--- src/rtl/fact_bus_master_if.sv ---
// Bus between the factorial bus master and the arbiter/factorial-core side.
// The master drives request, direction, address and write data; the far side returns grant and read data.
interface fact_bus_master_if #(
  parameter int ADDR_W = 8,
  parameter int DATA_W = 32
);
  logic              m_req;
  logic              m_wr;
  logic [ADDR_W-1:0] m_addr;
  logic [DATA_W-1:0] m_dout;
  logic              m_grant;
  logic [DATA_W-1:0] m_din;

  modport master (
    output m_req, m_wr, m_addr, m_dout,
    input  m_grant, m_din
  );

  modport slave (
    input  m_req, m_wr, m_addr, m_dout,
    output m_grant, m_din
  );
endinterface

--- src/rtl/fact_bus_master.sv ---
// Bus master that runs the operand/start/poll/result/clear program against the factorial core.
// Optional poll timeout is enabled by defining FACT_BUS_MASTER_TIMEOUT_EN.
//
// state   | meaning
// IDLE    | waiting for host start
// REQ     | bus requested, waiting for grant
// WR_OP   | writing operand to OPERAND
// WR_GO   | writing 1 to START
// RD_ST   | read address STATUS on the bus
// CHK_ST  | status data returned, test done bit
// RD_RES  | read address RESULT on the bus
// CAP_RES | result data returned, capture it
// WR_CLR  | writing 1 to CLEAR
// REL     | bus released, done pulse
module fact_bus_master #(
  parameter int                ADDR_W    = 8,
  parameter int                DATA_W    = 32,
  parameter logic [ADDR_W-1:0] BASE_ADDR = '0
) (
  input  logic              clk,
  input  logic              reset_n,
  input  logic              start_i,
  input  logic [DATA_W-1:0] operand_i,
  fact_bus_master_if.master bus,
  output logic              busy_o,
  output logic              done_o,
  output logic [DATA_W-1:0] result_o,
  output logic              err_o
);

  typedef enum logic [3:0] {
    IDLE, REQ, WR_OP, WR_GO, RD_ST, CHK_ST, RD_RES, CAP_RES, WR_CLR, REL
  } state_t;

  localparam logic [ADDR_W-1:0] A_OPERAND = BASE_ADDR;
  localparam logic [ADDR_W-1:0] A_START   = BASE_ADDR + ADDR_W'(1);
  localparam logic [ADDR_W-1:0] A_STATUS  = BASE_ADDR + ADDR_W'(2);
  localparam logic [ADDR_W-1:0] A_RESULT  = BASE_ADDR + ADDR_W'(3);
  localparam logic [ADDR_W-1:0] A_CLEAR   = BASE_ADDR + ADDR_W'(4);

  state_t            state_q, state_d;
  logic              stall_q, stall_d;
  logic [DATA_W-1:0] op_q, op_d;
  logic [DATA_W-1:0] result_q, result_d;
  logic              req_q, req_d;
  logic              wr_q, wr_d;
  logic [ADDR_W-1:0] addr_q, addr_d;
  logic [DATA_W-1:0] dout_q, dout_d;
  logic              busy_q, busy_d;
  logic              done_q, done_d;
`ifdef FACT_BUS_MASTER_TIMEOUT_EN
  logic [7:0]        cnt_q, cnt_d;
  logic              err_q, err_d;
`endif

  always_ff @(posedge clk or negedge reset_n) begin
    if (!reset_n) begin
      state_q  <= IDLE;
      stall_q  <= 1'b0;
      op_q     <= '0;
      result_q <= '0;
      req_q    <= 1'b0;
      wr_q     <= 1'b0;
      addr_q   <= '0;
      dout_q   <= '0;
      busy_q   <= 1'b0;
      done_q   <= 1'b0;
`ifdef FACT_BUS_MASTER_TIMEOUT_EN
      cnt_q    <= '0;
      err_q    <= 1'b0;
`endif
    end else begin
      state_q  <= state_d;
      stall_q  <= stall_d;
      op_q     <= op_d;
      result_q <= result_d;
      req_q    <= req_d;
      wr_q     <= wr_d;
      addr_q   <= addr_d;
      dout_q   <= dout_d;
      busy_q   <= busy_d;
      done_q   <= done_d;
`ifdef FACT_BUS_MASTER_TIMEOUT_EN
      cnt_q    <= cnt_d;
      err_q    <= err_d;
`endif
    end
  end

  always_comb begin
    state_d  = state_q;
    stall_d  = 1'b0;
    op_d     = op_q;
    result_d = result_q;
`ifdef FACT_BUS_MASTER_TIMEOUT_EN
    cnt_d    = cnt_q;
    err_d    = err_q;
`endif

    case (state_q)
      IDLE: begin
        if (start_i) begin
          op_d    = operand_i;
          state_d = REQ;
`ifdef FACT_BUS_MASTER_TIMEOUT_EN
          err_d   = 1'b0;
`endif
        end
      end
      REQ: begin
        if (bus.m_grant) state_d = WR_OP;
      end
      REL: state_d = IDLE;
      default: begin
        // Outputs are registered, so a write seen with m_wr forced low during a
        // stall must be re-driven for one granted cycle before it can complete.
        if (!bus.m_grant) begin
          stall_d = 1'b1;
        end else if (!stall_q) begin
          case (state_q)
            WR_OP: begin
              state_d = WR_GO;
`ifdef FACT_BUS_MASTER_TIMEOUT_EN
              cnt_d   = '0;
`endif
            end
            WR_GO:  state_d = RD_ST;
            RD_ST:  state_d = CHK_ST;
            CHK_ST: begin
              if (bus.m_din[0]) begin
                state_d = RD_RES;
              end else begin
`ifdef FACT_BUS_MASTER_TIMEOUT_EN
                cnt_d = cnt_q + 8'd1;
                if (cnt_q == 8'd254) begin
                  err_d   = 1'b1;
                  state_d = WR_CLR;
                end else begin
                  state_d = RD_ST;
                end
`else
                state_d = RD_ST;
`endif
              end
            end
            RD_RES: state_d = CAP_RES;
            CAP_RES: begin
              result_d = bus.m_din;
              state_d  = WR_CLR;
            end
            WR_CLR: state_d = REL;
            default: state_d = IDLE;
          endcase
        end
      end
    endcase
  end

  // Registered outputs are decoded from the state being entered.
  always_comb begin
    req_d  = (state_d != IDLE) && (state_d != REL);
    busy_d = (state_d != IDLE) && (state_d != REL);
    done_d = (state_d == REL);
    wr_d   = ((state_d == WR_OP) || (state_d == WR_GO) || (state_d == WR_CLR)) && !stall_d;
    addr_d = addr_q;
    dout_d = dout_q;
    case (state_d)
      WR_OP: begin
        addr_d = A_OPERAND;
        dout_d = op_d;
      end
      WR_GO: begin
        addr_d = A_START;
        dout_d = DATA_W'(1);
      end
      RD_ST:  addr_d = A_STATUS;
      RD_RES: addr_d = A_RESULT;
      WR_CLR: begin
        addr_d = A_CLEAR;
        dout_d = DATA_W'(1);
      end
      default: ;
    endcase
  end

  assign bus.m_req  = req_q;
  assign bus.m_wr   = wr_q;
  assign bus.m_addr = addr_q;
  assign bus.m_dout = dout_q;
  assign busy_o     = busy_q;
  assign done_o     = done_q;
  assign result_o   = result_q;
`ifdef FACT_BUS_MASTER_TIMEOUT_EN
  assign err_o      = err_q;
`else
  assign err_o      = 1'b0;
`endif

endmodule
--- src/flat_wrapper.sv ---
// flat-port wrapper written by rule: the top's interface ports become plain ports
module fact_bus_master_flat 
#(
  parameter int                ADDR_W    = 8,
  parameter int                DATA_W    = 32,
  parameter logic [ADDR_W-1:0] BASE_ADDR = '0
)
  (clk, reset_n, start_i, operand_i, busy_o, done_o, result_o, err_o, bus_m_req, bus_m_wr, bus_m_addr, bus_m_dout, bus_m_grant, bus_m_din);
  fact_bus_master_if #(.ADDR_W(ADDR_W), .DATA_W(DATA_W)) bus_i ();
  input  logic clk;
  input  logic reset_n;
  input  logic start_i;
  input  logic [DATA_W-1:0] operand_i;
  output logic busy_o;
  output logic done_o;
  output logic [DATA_W-1:0] result_o;
  output logic err_o;
  output wire logic [$bits(bus_i.m_req)-1:0] bus_m_req;
  output wire logic [$bits(bus_i.m_wr)-1:0] bus_m_wr;
  output wire logic [$bits(bus_i.m_addr)-1:0] bus_m_addr;
  output wire logic [$bits(bus_i.m_dout)-1:0] bus_m_dout;
  input wire logic [$bits(bus_i.m_grant)-1:0] bus_m_grant;
  input wire logic [$bits(bus_i.m_din)-1:0] bus_m_din;
  assign bus_m_req = bus_i.m_req;
  assign bus_m_wr = bus_i.m_wr;
  assign bus_m_addr = bus_i.m_addr;
  assign bus_m_dout = bus_i.m_dout;
  assign bus_i.m_grant = bus_m_grant;
  assign bus_i.m_din = bus_m_din;
  fact_bus_master #(.ADDR_W(ADDR_W), .DATA_W(DATA_W), .BASE_ADDR(BASE_ADDR)) u_core (.clk(clk), .reset_n(reset_n), .start_i(start_i), .operand_i(operand_i), .bus(bus_i), .busy_o(busy_o), .done_o(done_o), .result_o(result_o), .err_o(err_o));
endmodule
--- config.mk ---
export PLATFORM = sky130hd
export DESIGN_NAME = fact_bus_master_flat
export DESIGN_NICKNAME = d
export VERILOG_FILES = /design/src/rtl/fact_bus_master_if.sv /design/src/rtl/fact_bus_master.sv /design/src/flat_wrapper.sv
export SDC_FILE = /design/constraint.sdc
export NUM_CORES = 1
export LEC_CHECK = 0
export ABC_AREA = 1
export CAP_MARGIN = 0
export CORE_ASPECT_RATIO = 2
export CORE_MARGIN = 3
export CORE_UTILIZATION = 51
export DETAILED_ROUTE_END_ITERATION = 7
export GPL_ROUTABILITY_DRIVEN = 0
export PLACE_DENSITY_LB_ADDON = 0.2
export RECOVER_POWER = 100
export SLEW_MARGIN = 40
export SYNTH_ARGS = -nofsm -noshare
export SYNTH_HDL_FRONTEND = slang
export SYNTH_SLANG_ARGS = --single-unit
export TNS_END_PERCENT = 20
--- constraint.sdc ---
create_clock -name clk -period 4.5 [get_ports clk]
set_input_delay 0.675 -clock clk [delete_from_list [all_inputs] [get_ports clk]]
set_output_delay 0.675 -clock clk [all_outputs]
set_load 0.02 [all_outputs]
## Yosys cells after proc, flatten, opt, wreduce, memory -nomap -nowiden

Cells that the tools add are included.

- Register bits: 112
- Bits of input ports: 68
- Output and inout port bits: 77
- Logic and storage cells: 52

- Equal/unequal tests: 16
- Muxes and demuxes: 13
- Bitwise gates (word level): 2
- Reductions and logical operators: 12

Operator list:

| operator | number |
|---|---|
| 32-bit 2-to-1 mux | 2 |
| 32-bit one-hot mux with 2 select lines | 1 |
| 8-bit one-hot mux with 5 select lines | 1 |
| 4-bit one-hot mux with 7 select lines | 1 |
| 4-bit by 3-bit == test with 1-bit output (second input constant) | 6 |
| 4-bit by 2-bit == test with 1-bit output (second input constant) | 4 |
| 4-bit == test (second input constant) | 4 |
| 4-bit 2-to-1 mux | 4 |
| 4-bit one-hot mux with 3 select lines | 1 |
| 5-bit nonzero test | 1 |
| 4-bit by 1-bit == test with 1-bit output (second input constant) | 1 |
| 4-bit zero test | 1 |
| 4-bit != test (second input constant) | 1 |
| 4-bit AND reduction | 1 |
| 4-bit nonzero test | 1 |
| 3-bit OR reduction | 1 |
| 1-bit logical AND | 2 |
| 1-bit logical OR | 2 |
| 1-bit 2-to-1 mux | 2 |
| 2-bit 2-to-1 mux | 1 |
| 1-bit NOT | 2 |
| 2-bit nonzero test | 1 |
| 2-bit OR reduction | 1 |
| 1-bit zero test | 1 |

## Logic depth before layout (Yosys ltp)

Gate-level depths: netlist (run 1).

- Word-level depth: 9
- Depth in mapped cells: 12
- Depth with buffers taken out: 12

## Worst setup path before layout (run 1)

No wires, ideal clock.

- Path kind: input to register
- Start point: input port bus_m_grant
- End point: register u_core.dout_q[31] (netlist: u_core.bus.m_dout[31])
- Setup time: 0.123 ns
- Arrival time: 1.747 ns
- Required time: 4.377 ns
- Setup slack: 2.630 ns
- Stages on the path: 10
- Path buffers: 1
- Cells stage by stage: nand2_1 -> inv_1 -> nor2_1 -> nor2_2 -> nand2_1 -> nand2_1 -> nand3_4 -> buf_6 -> nand3_1 -> o21ai_1

- Cells in the longest elaborated chain, start to end: 5
- Elaborated cells on any way between the ends: 9
- Classes of those cells: 3 x eq/ne; 4 x mux; 2 x reduce/logical

Ends and longest elaborated chain:

| what | RTL line | text |
|---|---|---|
| from (decl) | flat_wrapper.sv:22 | `input wire logic [$bits(bus_i.m_grant)-1:0] bus_m_grant;` |
| 4-bit 2-to-1 mux, on equally long branches | fact_bus_master.sv:117, fact_bus_master.sv:111 |  |
| 4-bit one-hot mux with 3 select lines * | fact_bus_master.sv:100 | `case (state_q)` |
| 4-bit == test / 4-bit by 2-bit == test with 1-bit output (equally long branches) | fact_bus_master.sv:167 | `case (state_d)` |
| 2-bit OR reduction (no line) | - |  |
| 32-bit one-hot mux with 2 select lines / 2-bit nonzero test (equally long branches) | - |  |
| to (signal assigned) | fact_bus_master.sv:80 | `dout_q <= dout_d;` |
| to (decl) | fact_bus_master.sv:48 | `logic [DATA_W-1:0] dout_q, dout_d;` |

Mark *: on every way between the ends. The rest lies on a longest branch, timed or not.
A chain may end at the register's enable or synchronous reset.

## Worst setup path in the final report (run 1)

- Start point: input port bus_m_grant
- End point: register u_core.result_q[30] (netlist: u_core.result_o[30])

- Cells in the longest elaborated chain, start to end: 1

Ends and longest elaborated chain:

| what | RTL line | text |
|---|---|---|
| 4-bit AND reduction (no line) | - |  |
| to (signal assigned) | fact_bus_master.sv:76 | `result_q <= result_d;` |
| to (decl) | fact_bus_master.sv:44 | `logic [DATA_W-1:0] result_q, result_d;` |

No other way between the ends.

==> results of run 1 <==
-- worst max-delay path, cell delays in order --
cell and delay, ps:
dlygate4sd3_1 590, nand2_1 160, inv_1 130, nand3_1 90, clkbuf_1 1170, mux2_2 440
-- routing by layer --
metal,vias to the layer above,part of all wire [%]
met5,-,0
met4,0,2.7
met3,25,5.1
met2,129,55
met1,1663,37
li1,1675,-
-- synth_stat cells --
| cell type | number | area share, % |
|---|---|---|
| buf_4 | 10 | 1.6 |
| clkbuf_1 | 3 | 0.24 |
| nor2_2 | 3 | 0.39 |
| nand2_4 | 1 | 0.24 |
| clkinv_1 | 1 | 0.079 |
| inv_1 | 43 | 3.4 |
| nand2_2 | 3 | 0.39 |
| a21oi_2 | 1 | 0.18 |
| buf_2 | 6 | 0.63 |
| nand2_1 | 89 | 7.0 |
| buf_6 | 6 | 1.4 |
| inv_2 | 7 | 0.55 |
| nand3_2 | 25 | 5.2 |
| nor2_1 | 11 | 0.87 |
| a21oi_4 | 1 | 0.34 |
| a21oi_1 | 1 | 0.10 |
| or2_2 | 1 | 0.13 |
| o211ai_1 | 1 | 0.16 |
| nand4_1 | 3 | 0.39 |
| o21ai_1 | 3 | 0.31 |
| nand3_4 | 1 | 0.37 |
| mux2_2 | 32 | 7.6 |
| conb_1 | 1 | 0.079 |
| and2_1 | 31 | 4.1 |
| o21ai_0 | 1 | 0.10 |
| o21ai_2 | 31 | 5.7 |
| nand3_1 | 23 | 2.4 |
| dfrtp_1 | 107 | 56 |
-- stage by stage --
stage	total power [uW]	hold slack, ps	area, um^2
after floorplan	3140	379	4790
after global placement	3780	476	6140
after detailed placement	3860	473	6150
after CTS	4710	361	6460
after global routing	4730	392	6290
final	4420	345	6290
-- where the power goes --
part	switching [uW]	leakage, uW	internal, uW
clock	339	0.000143	489
combinational	1290	0.00166	793
sequential	160	0.00139	1340
-- how the worst min path moves through the flow --
| stage | startpoint | end | slack [ps] |
|---|---|---|---|
| detailed placement | u_core.op_q[0] | u_core.op_q[0] | 470 |
| CTS | reset_n | u_core.result_o[5] | 360 |
| floorplan | reset_n | u_core.bus.m_addr[0] | 380 |
| finish | reset_n | u_core.result_o[5] | 340 |
| global placement | u_core.op_q[0] | u_core.op_q[0] | 480 |
| global route | reset_n | u_core.result_o[5] | 390 |
-- sequential cells by signal (all words and copies together), names as in the netlist --
| signal | flops |
|---|---|
| u_core.bus.m_req | 1 |
| u_core.result_o | 32 |
| u_core.op_q | 32 |
| u_core.bus.m_wr | 1 |
| u_core.bus.m_addr | 3 |
| u_core.bus.m_dout | 32 |
| u_core.stall_q | 1 |
| u_core.state_q | 4 |
| u_core.done_o | 1 |
-- cell families after synthesis --
| family | after synthesis | synth area share (%) |
|---|---|---|
| AOI/OAI and AO/OA | 39 | 6.90 |
| and+or+nand+nor | 191 | 21.5 |
| DFF | 107 | 56.1 |
| buffers and inverters | 76 | 7.87 |
| muxes | 32 | 7.55 |
| other | 1 | 0.0786 |
-- layout make-up --
class / count / area [um^2]
Timing Repair Buffer: 142 / 1410
Inverter: 51 / 191
Fill cell: 732 / 2780
Tap cell: 102 / 128
Clock inverter: 4 / 75.1
Multi-Input combinational cell: 268 / 1580
Sequential cell: 107 / 2680
Clock buffer: 12 / 236
==> flow_summary.yaml, run 1 <==
timing:
  finalClockSkew_ps: 6.00
  finalCritPeriodShare_pct: 67.8
  finalSetupViolations: 0
  relSlewSlack_pct: -25.9
  slew_viol_final: 69
  grt_setup_unrepaired: "no"
  period_needed_ps: 3050
  hold_viol: 0
  finalSetupTns_ps: 0
  worstMarginPinSlew_ps: 1890
  max_freq_mhz: 328
  worst_slack_ps: 1450
global_route:
  grt_max_degree: 74
  overflow: 0
  grt_pass1_wl_um: 17200
  grt_use_met2_pct: 37.8
  grt_antenna_before_repair: 0
  first_global_vias: 3596
  gr-max-usage-layer: "met2"
  grtUsageTotal_pct: 21.3
  met1_usage_pct: 23.8
  grtUsageMet3_pct: 4.30
pwr:
  p_per_area_nw_per_um2: 702
  ir_drop_v: 0.000361
  p_leak_uw: 0.00319
drt:
  route.final.wire_length_um: 10700
  first_pass_iters: 4
  vias: 3492
  vias_per_cell: 5.09
  drtIter0Drc: 187
  ant_nets: 0
  drc: 0
  wl_per_cell_um: 15.6
clock_network:
  cts_tree: "done"
  ctsHoldBuffers: 0
  cts-root-buf: "clkbuf_16"
  postCtsSetupBuffers: 0
  clk_pin_slew_worst_paths_ps: 70
  htreeDepth: 3
  numClockSinks: 107
  cts.path.max_buffers: 2
  clk_latency_ps: 340
  cts_made_buffers: 9
  post_cts_resized: 0
cells_and_area:
  layout_commonest_cell: "dfrtp_1"
  drive_above_1_share_pct: 15.1
  fin_util_pct: 69.3
  nNetsFinal: 647
  instances_no_fill: 686
  most-common-layout-cells: "dfrtp_1, nand2_1, dlygate4sd3_1, clkdlybuf4s50_1, nand3_1"
  insertedDiodeCount: 0
  syn_to_final_growth_pct: 31.9
die:
  boundaryPins: 145
  design.core.area_um2: 9070
  start_util_pct: 52.6
  die_area_um2: 10600
  num_rows: 49
  die_w_um: 74.4
  dieHeight_um: 143
setup_path:
  cp.arrival_ps: 3280
  start_kind: "input pin"
  rrSetupSlack_ps: 1820
  end_kind: "flop"
  path_max_fanout: 32
  cp-startpoint: "bus_m_grant"
  crit_end: "u_core.result_o[30]"
  cp.required_ps: 4720
  crit_type: "input pin to flop"
  r2r_start: "u_core.state_q[2]"
  rr_endpoint: "u_core.bus.m_dout[13]"
  r2r_cells: 6
place:
  io_buffers: 138
  dp_cells: 670
  dp_slack_ps: 1550
  dp.final_hpwl_um: 7520
run_status:
  outcome: "finished, violations left"
  violations: "capacitance limit, slew limit"
synth:
  yosys_warnings: 0
  synth_seq_cells: 107
  syn_area_um2: 4770
  ys_seq_area_share_pct: 56.1
  avgSynthCellArea_um2: 10.7
  synth_cell_types: 28
  synthCells: 446
job:
  maxCapViolations: 2
min_path:
  hp-class: "input pin to asynchronous set/reset pin"
Power figures use the tool's default switching activity.
==> inputs of run 2 (changes only) <==
- CORE_UTILIZATION: 51 -> 47
- clock period: 4.5 -> 2.9 ns (I/O delays scaled with it)
==> run 2 against run 1 <==
Critical path type is now flop to flop. Final cell count up 4.5%. The flow now finishes without violations. Sequential power up 56%. Clock skew up 4.0 ps. Clock-buffer cell count unchanged. Combinational power up 56%. Total power up 57%.
==> flow_summary.yaml, run 2 (synthesis results as in run 1) <==
run_status:
  outcome: "finished, final reports clean"
global_route:
  grt_use_met2_pct: 34.5
  met1_usage_pct: 22.2
  grt_max_degree: 61
  gr-max-usage-layer: "met2"
  grtUsageTotal_pct: 19.3
  first_global_vias: 3688
  grt_antenna_before_repair: 0
  grt_pass1_wl_um: 17700
  overflow: 0
  grtUsageMet3_pct: 3.94
pwr:
  pwr-share-seq_pct: 33.7
  p_leak_uw: 0.00324
  netSwitchingPower_uw: 2770
  p_per_area_nw_per_um2: 1080
  power.internal_uw: 4170
  clkPwrFrac_pct: 19.3
  pwr-share-comb_pct: 47.0
  ir_drop_v: 0.000745
  total_power_uw: 6940
  swShare_pct: 39.9
cells_and_area:
  fin_util_pct: 65.2
  register_area_um2: 2680
  layout_commonest_cell: "dfrtp_1"
  nNetsFinal: 649
  syn_to_final_growth_pct: 34.3
  insertedDiodeCount: 0
  most-common-layout-cells: "dfrtp_1, nand2_1, dlygate4sd3_1, clkdlybuf4s50_1, inv_1"
  drive_above_1_share_pct: 16.4
  multi_input_area_um2: 1600
  fillers: 861
setup_path:
  cp.arrival_ps: 2480
  start_kind: "flop"
  path_max_fanout: 29
  cp.required_ps: 3100
  end_kind: "flop"
  crit_type: "flop to flop"
min_path:
  hp-class: "input pin to asynchronous set/reset pin"
drt:
  vias_per_cell: 4.92
  drtIter0Drc: 180
  vias: 3525
  first_pass_iters: 4
  wl_per_cell_um: 14.9
  drc: 0
  ant_nets: 0
  route.final.wire_length_um: 10700
place:
  io_buffers: 138
  dp.final_hpwl_um: 7750
job:
  maxCapViolations: 0
timing:
  finalClockSkew_ps: 9.96
  hold_viol: 0
  max_freq_mhz: 438
  worstMarginPinSlew_ps: 1230
  finalSetupTns_ps: 0
  period_needed_ps: 2280
  finalCritPeriodShare_pct: 78.7
  slew_viol_final: 0
  grt_setup_unrepaired: "no"
  relSlewSlack_pct: 17.7
  finalSetupViolations: 0
clock_network:
  cts_tree: "done"
  htreeDepth: 3
  postCtsSetupBuffers: 0
  cts.path.max_buffers: 2
  cts_made_buffers: 9
  cts-root-buf: "clkbuf_16"
  numClockSinks: 107
  clk_latency_ps: 340
  post_cts_resized: 0
  ctsHoldBuffers: 0
  clk_pin_slew_worst_paths_ps: 70
die:
  die_w_um: 77.3
  design.core.area_um2: 9830
  boundaryPins: 145
  dieHeight_um: 149
  start_util_pct: 48.6
  num_rows: 51
  die_area_um2: 11500
## run 2: path summary, 6_finish.rpt
check / start / cells after the start / to / slack, ps
worst max-delay path: u_core.state_q[3] / 9 / u_core.bus.m_dout[22] / 620
worst max register to register: u_core.state_q[3] / 9 / u_core.bus.m_dout[22] / 620
min in group clk: u_core.result_o[14] / 1 / u_core.result_o[14] / 500
worst min register to register: u_core.result_o[14] / 1 / u_core.result_o[14] / 500
worst min-delay path: reset_n / 1 / u_core.result_o[6] / 350
max in group asynchronous: reset_n / 2 / u_core.bus.m_dout[19] / 1630
## run 2: per-stage QoR
step | hold WS [ps] | setup slack, ps | std cells | cell area, um^2
floorplan | 139 | 1270 | 451 | 4790
global placement | 485 | 508 | 702 | 6220
detailed placement | 481 | 430 | 702 | 6220
CTS | 127 | 760 | 717 | 6560
global route | 429 | 405 | 717 | 6410
finish | 346 | 617 | 717 | 6410
## run 2: power groups by stage
| stage | Clock (uW) | Sequential, uW | Combinational (uW) |
|---|---|---|---|
| after floorplan | 0 | 2750 | 2110 |
| after global placement | 0 | 2370 | 3530 |
| after detailed placement | 0 | 2400 | 3640 |
| after CTS | 1370 | 2370 | 3650 |
| after global routing | 1440 | 2410 | 3590 |
| final | 1340 | 2340 | 3260 |
## run 2: area by class of cell
type / instances / area share, %
clock buffers: 12 / 4.16
clock inverters: 3 / 1.07
repair buffers: 144 / 22.5
flip-flops and latches: 107 / 41.8
inverters: 51 / 2.99
multi-input cells: 268 / 24.9
well taps: 132 / 2.58
## run 2: worst max-delay path, stage by stage (launching register included)
cell      delay (ps)
dfrtp_1          430
nor2_1           310
nand2_2          120
nand2_1          240
o211ai_1         140
nand2_1          260
nand3_4          220
buf_12           230
nand3_1           80
o21ai_0          100
## run 2: routing by layer
| layer | part of all wire [%] | up-vias | routed length [um] |
|---|---|---|---|
| met5 | 0 | - | 0 |
| met4 | 2.4 | 0 | 257 |
| met3 | 4.9 | 22 | 521 |
| met2 | 55 | 123 | 5880 |
| met1 | 38 | 1700 | 4000 |
| li1 | - | 1680 | - |
